--- src/rtl/debounce_sched_pkg.sv ---
// Shared types and helpers for the debounce event scheduler.
//   state_t      : arbiter FSM states
//   rr_grant_t   : round-robin pick result (found flag + channel index)
//   rr_pick()    : first pending channel at or above ptr, wrapping at channels
//   TSW_DEFAULT  : default timestamp width when EVT_TIMESTAMP_EN is defined
package debounce_sched_pkg;

    localparam int unsigned MAX_CH      = 16;
    localparam int unsigned PTR_W       = 4;
    localparam int unsigned TSW_DEFAULT = 16;

    typedef enum logic [0:0] {
        IDLE  = 1'b0,
        OFFER = 1'b1
    } state_t;

    typedef struct packed {
        logic             found;
        logic [PTR_W-1:0] idx;
    } rr_grant_t;

    // Search ptr, ptr+1, ... with wrap at channels-1; indices >= channels are never picked.
    function automatic rr_grant_t rr_pick(
        input logic [MAX_CH-1:0] pending,
        input logic [PTR_W-1:0]  ptr,
        input int unsigned       channels
    );
        rr_grant_t   g;
        int unsigned idx;
        g = '0;
        for (int unsigned k = 0; k < MAX_CH; k++) begin
            idx = 32'(ptr) + k;
            if (idx >= channels) begin
                idx = idx - channels;
            end
            if (!g.found && (k < channels) && (idx < channels) && pending[idx[PTR_W-1:0]]) begin
                g.found = 1'b1;
                g.idx   = idx[PTR_W-1:0];
            end
        end
        return g;
    endfunction

endpackage

--- src/rtl/debounce_event_scheduler_ce_prescaler.sv ---
// Clock-enable prescaler: emits a registered one-cycle ce_out every PRESCALE
// cycles while enable is high. Dropping enable zeroes the count, so the first
// tick after re-enable comes PRESCALE cycles later.
//   clk, rst_n : clock, async active-low reset
//   enable     : run the prescaler
//   ce_out     : one-cycle tick
module ce_prescaler #(
    parameter int unsigned PRESCALE = 1000
) (
    input  logic clk,
    input  logic rst_n,
    input  logic enable,
    output logic ce_out
);

    localparam int unsigned CW = (PRESCALE > 1) ? $clog2(PRESCALE) : 1;

    logic [CW-1:0] cnt_q;

    // Terminal count produces the tick one cycle later, keeping the period exact.
    always_ff @(posedge clk or negedge rst_n) begin
        if (!rst_n) begin
            cnt_q  <= '0;
            ce_out <= 1'b0;
        end else if (!enable) begin
            cnt_q  <= '0;
            ce_out <= 1'b0;
        end else if (cnt_q == CW'(PRESCALE - 1)) begin
            cnt_q  <= '0;
            ce_out <= 1'b1;
        end else begin
            cnt_q  <= cnt_q + CW'(1);
            ce_out <= 1'b0;
        end
    end

endmodule

--- src/rtl/debounce_event_scheduler.sv ---
// Debounce event scheduler: generates the shared filter clock-enable tick,
// captures per-channel "new stable level" pulses into pending flags and
// round-robin arbitrates them onto a valid/ready event stream.
// Optional build macro EVT_TIMESTAMP_EN adds parameter TSW and output evt_ts
// (ce tick count sampled at grant).
//   enable      : run the prescaler        ce_out    : filter clock-enable tick
//   flt_event   : per-channel event pulse  flt_level : per-channel filtered level
//   evt_valid/evt_ready/evt_id/evt_level   : event stream
//   overrun     : sticky lost-event flag   overrun_clr : clear overrun
module debounce_event_scheduler
    import debounce_sched_pkg::*;
#(
    parameter int unsigned CHANNELS = 4,
    parameter int unsigned PRESCALE = 1000,
    parameter int unsigned IDW      = $clog2(CHANNELS)
`ifdef EVT_TIMESTAMP_EN
    ,
    parameter int unsigned TSW      = TSW_DEFAULT
`endif
) (
    input  logic                clk,
    input  logic                rst_n,
    input  logic                enable,
    output logic                ce_out,
    input  logic [CHANNELS-1:0] flt_event,
    input  logic [CHANNELS-1:0] flt_level,
    output logic                evt_valid,
    input  logic                evt_ready,
    output logic [IDW-1:0]      evt_id,
    output logic                evt_level,
`ifdef EVT_TIMESTAMP_EN
    output logic [TSW-1:0]      evt_ts,
`endif
    output logic                overrun,
    input  logic                overrun_clr
);

    state_t                state_q, state_d;
    logic [CHANNELS-1:0]   pending_q, pending_d;
    logic [CHANNELS-1:0]   clr_mask;
    logic [IDW-1:0]        ptr_q, ptr_d;
    logic [IDW-1:0]        evt_id_d;
    logic                  evt_valid_d;
    logic                  evt_level_d;
    logic                  overrun_d;
    logic                  overrun_set;
    rr_grant_t             grant;
    logic [IDW-1:0]        gidx;

    // Shared tick generator
    ce_prescaler #(
        .PRESCALE (PRESCALE)
    ) u_prescaler (
        .clk    (clk),
        .rst_n  (rst_n),
        .enable (enable),
        .ce_out (ce_out)
    );

    assign grant = rr_pick(MAX_CH'(pending_q), PTR_W'(ptr_q), CHANNELS);
    assign gidx  = IDW'(grant.idx);

`ifdef EVT_TIMESTAMP_EN
    logic [TSW-1:0] ts_q;
    logic [TSW-1:0] evt_ts_d;

    // Free-running tick counter, wraps naturally
    always_ff @(posedge clk or negedge rst_n) begin
        if (!rst_n) begin
            ts_q <= '0;
        end else if (ce_out) begin
            ts_q <= ts_q + TSW'(1);
        end
    end
`endif

    // Arbiter next-state, grant and capture logic
    always_comb begin
        state_d     = state_q;
        evt_valid_d = evt_valid;
        evt_id_d    = evt_id;
        evt_level_d = evt_level;
        ptr_d       = ptr_q;
        clr_mask    = '0;
`ifdef EVT_TIMESTAMP_EN
        evt_ts_d    = evt_ts;
`endif
        unique case (state_q)
            IDLE: begin
                if (grant.found) begin
                    evt_id_d    = gidx;
                    evt_level_d = flt_level[gidx];
                    evt_valid_d = 1'b1;
                    clr_mask    = CHANNELS'(1) << gidx;
`ifdef EVT_TIMESTAMP_EN
                    evt_ts_d    = ts_q;
`endif
                    state_d     = OFFER;
                end
            end
            OFFER: begin
                if (evt_ready) begin
                    evt_valid_d = 1'b0;
                    ptr_d       = (evt_id == IDW'(CHANNELS - 1)) ? '0 : evt_id + IDW'(1);
                    state_d     = IDLE;
                end
            end
            default: state_d = IDLE;
        endcase

        // A new event wins over a same-cycle grant clear; a set on a still-pending bit is lost.
        pending_d   = (pending_q & ~clr_mask) | flt_event;
        overrun_set = |(flt_event & pending_q & ~clr_mask);
        if (overrun_set) begin
            overrun_d = 1'b1;
        end else if (overrun_clr) begin
            overrun_d = 1'b0;
        end else begin
            overrun_d = overrun;
        end
    end

    // State and datapath registers
    always_ff @(posedge clk or negedge rst_n) begin
        if (!rst_n) begin
            state_q   <= IDLE;
            pending_q <= '0;
            ptr_q     <= '0;
            evt_valid <= 1'b0;
            evt_id    <= '0;
            evt_level <= 1'b0;
            overrun   <= 1'b0;
`ifdef EVT_TIMESTAMP_EN
            evt_ts    <= '0;
`endif
        end else begin
            state_q   <= state_d;
            pending_q <= pending_d;
            ptr_q     <= ptr_d;
            evt_valid <= evt_valid_d;
            evt_id    <= evt_id_d;
            evt_level <= evt_level_d;
            overrun   <= overrun_d;
`ifdef EVT_TIMESTAMP_EN
            evt_ts    <= evt_ts_d;
`endif
        end
    end

endmodule

--- config.mk ---
export PLATFORM = sky130hd
export DESIGN_NAME = debounce_event_scheduler
export DESIGN_NICKNAME = d
export VERILOG_FILES = /design/src/rtl/debounce_sched_pkg.sv /design/src/rtl/debounce_event_scheduler_ce_prescaler.sv /design/src/rtl/debounce_event_scheduler.sv
export SDC_FILE = /design/constraint.sdc
export NUM_CORES = 1
export LEC_CHECK = 0
export BUFFER_PORTS_ARGS = -buffer_cell sky130_fd_sc_hd__buf_2
export CAP_MARGIN = 20
export CORE_MARGIN = 2
export CORE_UTILIZATION = 40
export CTS_BUF_LIST = sky130_fd_sc_hd__clkbuf_2
export CTS_CLUSTER_DIAMETER = 100
export DETAILED_ROUTE_END_ITERATION = 10
export PLACE_DENSITY = 0.61
export SLEW_MARGIN = 10
export SYNTH_ARGS = -nofsm -noshare
export SYNTH_HDL_FRONTEND = slang
export SYNTH_SLANG_ARGS = --single-unit
--- constraint.sdc ---
create_clock -name clk -period 5.3 [get_ports clk]
set_input_delay 1.59 -clock clk [delete_from_list [all_inputs] [get_ports clk]]
set_output_delay 1.59 -clock clk [all_outputs]
set_load 0.03 [all_outputs]
* Word level (Yosys, flattened, before mapping)
Index checks and enable logic that the tools add are counted.
** Word-level totals
- Output and inout port bits :: 6
- Flip-flop bits (word level) :: 23
- Word-level logic and storage cells :: 90
** Operators by class
- Add/subtract/negate cells :: 9
- Bitwise operators :: 6
- Multiplexer cells :: 33
- Order comparisons :: 13
- Equality and inequality tests :: 4
- Reductions and logical operators :: 15
- Shifts and indexed selects :: 1
** Operator list (number)
- $lt A32 B3 Y1 const B :: 4
- $mux W32 :: 4
- $lt A4 B5 Y1 const B :: 4
- $mux W10 :: 2
- $mux W5 :: 4
- $bmux W1 S4 :: 4
- $mux W1 :: 13
- $and A4 B4 Y4 :: 3
- $sub A3 B3 Y4 const B :: 3
- $add A10 B1 Y10 const B :: 1
- $eq A10 B10 Y1 const B :: 1
- $ge A3 B3 Y1 const B :: 3
- $mux W4 :: 2
- $logic_and A1 B1 Y1 :: 7
- $add A2 B2 Y3 const B :: 2
- $reduce_and A2 Y1 :: 3
- $ne A2 B2 Y1 const B :: 2
- $not A4 Y4 :: 1
- $or A4 B4 Y4 :: 1
- $pmux W1 S2 :: 2
- $reduce_or A4 Y1 :: 1
- $shl A1 B2 Y4 const A :: 1
- $sub A2 B3 Y4 const B :: 1
- $add A2 B1 Y3 const B :: 1
- other kinds (9) :: 11

* Depth between registers and ports, before layout
- Depth in word-level cells :: 25
- Mapped depth :: 11
- Gate-level depth less buffers :: 9

* Modules after synthesis
A second synthesis with hierarchy kept.
** Second synthesis, totals
- Cell total of the unflattened synthesis :: 146
- Area total of the unflattened synthesis :: 1447.6 um^2
** Modules (own cells, without submodules)
- debounce_event_scheduler :: sequential area each 300.3 um^2, times used 1, cells an instance 92, area an instance 923.4 um^2
- ce_prescaler :: sequential area each 275.3 um^2, times used 1, cells an instance 54, area an instance 524.3 um^2

* Least setup slack after synthesis
OpenSTA, ideal clock, no wires.
- Path kind :: register -> register
- From :: register ptr_q[0]
- To :: register pending_q[3]
- Buffers on the path :: 2
- Library setup time :: 0.118 ns
- Clock period less this slack :: 2.398 ns
- Data arrival time :: 2.280 ns
- Path slack :: 2.902 ns
- Stages on the path, launching flop included :: 11
- Cell sequence :: dfrtp_1 buf_6 inv_1 ha_1 buf_2 nor3_2 nor3_4 a21oi_2 nand2b_4 or3_1 a21o_1
** On the way
- Longest elaborated chain between the ends :: 24
- Elaborated cells between the ends (all ways) :: 47
- Classes of those cells :: add/sub: 7; order compare: 8; shift: 1; mux: 18; bitwise: 3; reduce/logical: 10
** RTL lines
- start, declared :: line debounce_event_scheduler.sv:41 : logic [IDW-1:0] ptr_q, ptr_d;
- start signal, assigned :: line debounce_event_scheduler.sv:139 : ptr_q <= ptr_d;
- branches (longest 17 deep; another with $lt A32 B3 Y1)
- $mux W5 * :: line debounce_sched_pkg.sv:36 : if (!g.found && (k < channels) && (idx < channels) && pending[idx[PTR_W-1:0]]) begin
- $shl A1 B2 Y4 :: line debounce_event_scheduler.sv:94 : clr_mask = CHANNELS'(1) << gidx;
- $mux W4 * :: line debounce_event_scheduler.sv:90 : if (grant.found) begin
- $mux W4 * :: line debounce_event_scheduler.sv:88 : unique case (state_q)
- $not A4 Y4 * :: line debounce_event_scheduler.sv:112 : pending_d = (pending_q & ~clr_mask) | flt_event;
- $and A4 B4 Y4 * :: line debounce_event_scheduler.sv:112
- $or A4 B4 Y4 * :: line debounce_event_scheduler.sv:112
- named net pending_d[3] :: line debounce_event_scheduler.sv:39 : logic [CHANNELS-1:0] pending_q, pending_d;
- end signal, assigned :: line debounce_event_scheduler.sv:138 : pending_q <= pending_d;
- end, declared :: line debounce_event_scheduler.sv:39
Mark *: on every way through the listed nets, which the timed path passes. The select of a mux whose other input is x is not followed.
A chain may end at the register's enable or synchronous reset.

* Worst setup path after layout
- From :: register ptr_q[0]
- To :: register overrun
** On the way
- Longest elaborated chain between the ends :: 25
- Elaborated cells between the ends (all ways) :: 49
- Classes of those cells :: add/sub: 7; order compare: 8; shift: 1; mux: 19; bitwise: 2; reduce/logical: 12
** RTL lines
- branches (longest 17 deep; another with $lt A32 B3 Y1)
- $mux W5 * :: line debounce_sched_pkg.sv:36
- $shl A1 B2 Y4 :: line debounce_event_scheduler.sv:94
- $mux W4 * :: line debounce_event_scheduler.sv:90
- $mux W4 * :: line debounce_event_scheduler.sv:88
- $not A4 Y4 * :: line debounce_event_scheduler.sv:113 : overrun_set = |(flt_event & pending_q & ~clr_mask);
- $and A4 B4 Y4 * :: line debounce_event_scheduler.sv:113
- $reduce_or A4 Y1 * :: line debounce_event_scheduler.sv:113
- $mux W1 or $reduce_bool A2 Y1 (tied branches)
- end signal, assigned :: line debounce_event_scheduler.sv:143 : overrun <= overrun_d;
- end, declared :: line debounce_event_scheduler.sv:34 : output logic overrun,
Every way passes the cells marked *. The select of a mux whose other input is x is not followed.

==> flow_summary.json <==
{
  "antenna-diode-count": 0,
  "power_frac_seq_pct": 35.5,
  "worst_slack_ns": 2.39,
  "boundaryPins": 19,
  "clock_tree_root": "sky130_fd_sc_hd__clkbuf_2",
  "tightestPinTransition_ns": 0.542,
  "critical_path_required_ns": 5.53,
  "crit_path_max_fanout": 12,
  "post_route_cells_drive_above_1_share_pct": 25.3,
  "clkLatencyLatePin_ns": 0.32,
  "pwr-share-comb_pct": 55.2,
  "run_status": "completed",
  "dieArea_um2": 4000,
  "synth_top_area_share_pct": 41.0,
  "synth_area_per_cell_um2": 10.4,
  "hpwl_after_dpl_um": 2060,
  "grt_max_degree": 24,
  "timing.critical_path.from_type": "register",
  "clk_transition_reported_paths_ns": 0.21,
  "finalSetupViolations": 0,
  "vias_post_dr": 1081,
  "clock_sink_count": 23,
  "max-slew-margin-rel_pct": 63.7,
  "total_neg_setup_slack_ns": 0,
  "ctsLongestPathBuffers": 2,
  "grt_antenna_before_repair": 0,
  "most_common_library_cell_in_the_layout_ignoring_fill_and_taps": "sky130_fd_sc_hd__dfrtp_1",
  "post_synthesis_cells": 135,
  "layout.cells.non_filler": 200,
  "antenna_violating_nets_post_route": 0,
  "drv.max_cap_violation_count": 0,
  "clkPwrFrac_pct": 9.3,
  "globalRoute.totalOverflow": 0,
  "vdd_ir_drop_max_v": 0.000136,
  "totalWireLength_um": 2660,
  "first_iter_violations": 58,
  "max_freq_ghz": 0.344,
  "post_cts.repair.setup_buffers": 0,
  "ys_async_sr_fraction_pct": 100,
  "synth.net_count": 155,
  "syn_std_cell_area_um2": 1410,
  "cts_buffers": 3,
  "synth_enable_flop_cells": 0,
  "synth-seq-cells": 23,
  "cts_tree": "yes",
  "post_drt_wl_per_cell_um": 13.3,
  "dpl.cell_count": 196,
  "leakage_nw": 0.683,
  "cts_resized": 0,
  "vias_per_cell": 5.41,
  "ys_dominant_reg_cell": "sky130_fd_sc_hd__dfrtp_1",
  "grt_util_all_layers_pct": 14.7,
  "layout.cells.most_common_list": "sky130_fd_sc_hd__dfrtp_1 (23), sky130_fd_sc_hd__buf_2 (18), sky130_fd_sc_hd__nand2_1 (11), sky130_fd_sc_hd__nor2_1 (10), sky130_fd_sc_hd__ha_1 (7)",
  "netSwitchingPower_w": 0.000343,
  "grt_first_pass_wirelength_um": 4730,
  "drt_pass1_iterations": 4,
  "timing_max_transition_violations_final": 0,
  "rsz0062_at_grt": "false",
  "p_int_w": 0.000407,
  "number_of_placement_rows": 21,
  "worst_clock_skew_ns": 0.00987,
  "pre_cts_slack_ns": 2.39,
  "die_h_um": 63.3,
  "worstHoldPathType": "register to register",
  "nNetsFinal": 175,
  "timing.setup.critical_path_class": "register to register",
  "cp_data_arrival_time_ns": 3.14,
  "synth.area.top_cells": "sky130_fd_sc_hd__dfrtp_1 (41%), sky130_fd_sc_hd__ha_1 (6.2%), sky130_fd_sc_hd__mux2i_1 (4.3%)",
  "io_buffers": 18,
  "initial_utilization_pct": 41.8,
  "crit_path_end_kind": "register",
  "placement.cell_area_um2": 1530,
  "power.density_nw_per_um2": 483,
  "number_of_design_rule_violations_left_after_detail_routing": 0,
  "power.total_w": 0.000750,
  "finalInstanceArea_um2": 1550,
  "power.switching_fraction_pct": 45.8,
  "synth-warning-count": 0,
  "finalHoldViolCount": 0,
  "final_estimated_routing_congestion_in_global_placement": 0.861,
  "post_synth_num_cell_types": 49,
  "period_share_pct": 54.9,
  "first_global_vias": 1110,
  "fp.dieW_um": 63.3,
  "min_period_ns": 2.91,
  "h-tree-depth": 1,
  "synth_top_area_cell": "sky130_fd_sc_hd__dfrtp_1",
  "yosysSeqAreaShare_pct": 41.0,
  "flow.area_growth_from_synthesis_pct": 10.5,
  "core_region_area_um2": 3360,
  "cts_hold_buffers": 0
}
[flip-flops by register name, indices dropped and copies added (netlist names)]
register            cells
evt_id                  2
state_q                 1
u_prescaler.cnt_q      10
ptr_q                   2
evt_valid               1
pending_q               4
evt_level               1
overrun                 1
u_prescaler.ce_out      1
[synthesized netlist by cell type, types with 5 or more instances]
cell                      count
sky130_fd_sc_hd__nand2_1     11
sky130_fd_sc_hd__nor2_1      10
sky130_fd_sc_hd__nand3_1      5
sky130_fd_sc_hd__inv_1        5
sky130_fd_sc_hd__xor2_1       5
sky130_fd_sc_hd__mux2i_1      6
sky130_fd_sc_hd__dfrtp_1     23
sky130_fd_sc_hd__ha_1         7
[cells by family (layout without fill, tap and decap cells)]
group           after synthesis  after routing  share of synthesized area, %
xor+xnor                      6              6                          3.74
flops                        23             23                          41.0
simple gates                 51             51                          20.6
mux                          12             12                          10.2
compound gates               28             28                          15.6
buf+inv                       8             27                          2.76
fa+ha+maj                     7              7                          6.23
[worst max-delay path, stage by stage (launching register included)]
cell and delay, ns:
sky130_fd_sc_hd__dfrtp_1 0.68, sky130_fd_sc_hd__inv_1 0.18, sky130_fd_sc_hd__ha_1 0.45, sky130_fd_sc_hd__o31ai_1 0.30, sky130_fd_sc_hd__a311oi_1 0.18, sky130_fd_sc_hd__a211oi_1 0.52, sky130_fd_sc_hd__o21ai_1 0.18, sky130_fd_sc_hd__a32oi_1 0.24
sky130_fd_sc_hd__nand4_1 0.10
[per-layer routing]
layer	share of wire (%)	GRT usage (%)	vias up
li1	-	-	526
met2	57	28.3	10
met4	1.2	6.79	0
met5	0	0	-
met1	40	15.7	541
met3	1.8	2.14	4
[path summary, 6_finish.rpt]
path,startpoint,to,slack (ns),cells past startpoint
min reg2reg,u_prescaler.cnt_q[0],u_prescaler.cnt_q[0],0.47,1
max reg2reg,ptr_q[0],overrun,2.39,8
max,ptr_q[0],overrun,2.39,8
min,u_prescaler.cnt_q[0],u_prescaler.cnt_q[0],0.47,1
min in group asynchronous,rst_n,u_prescaler.cnt_q[1],1.19,1
max in group asynchronous,rst_n,u_prescaler.cnt_q[5],3.77,1
[layout make-up]
cell class,count,area [um^2]
Clock buffer,4,20.0
Fill cell,354,1810
Inverter,5,18.8
Multi-Input combinational cell,104,791
Sequential cell,23,576
Tap cell,46,57.6
Timing Repair Buffer,18,90.1
[stage by stage]
stage          utilization [%]  hold slack [ns]
3_3_place_gp              45.6            0.444
6_report                  46.2            0.475
5_1_grt                   46.2            0.513
4_1_cts                   46.2            0.480
2_1_floorplan                -            0.433
3_5_place_dp              45.6            0.454
[power by group through the flow]
stage / Combinational (W) / Clock (W) / Sequential (W)
after global routing: 0.000454 / 0.0000803 / 0.000274
after detailed placement: 0.000414 / 0 / 0.000271
after global placement: 0.000401 / 0 / 0.000269
after CTS: 0.000416 / 0.0000757 / 0.000267
final: 0.000414 / 0.0000694 / 0.000267
after floorplan: 0.000328 / 0 / 0.000274
(Power assumes the default switching activity.)
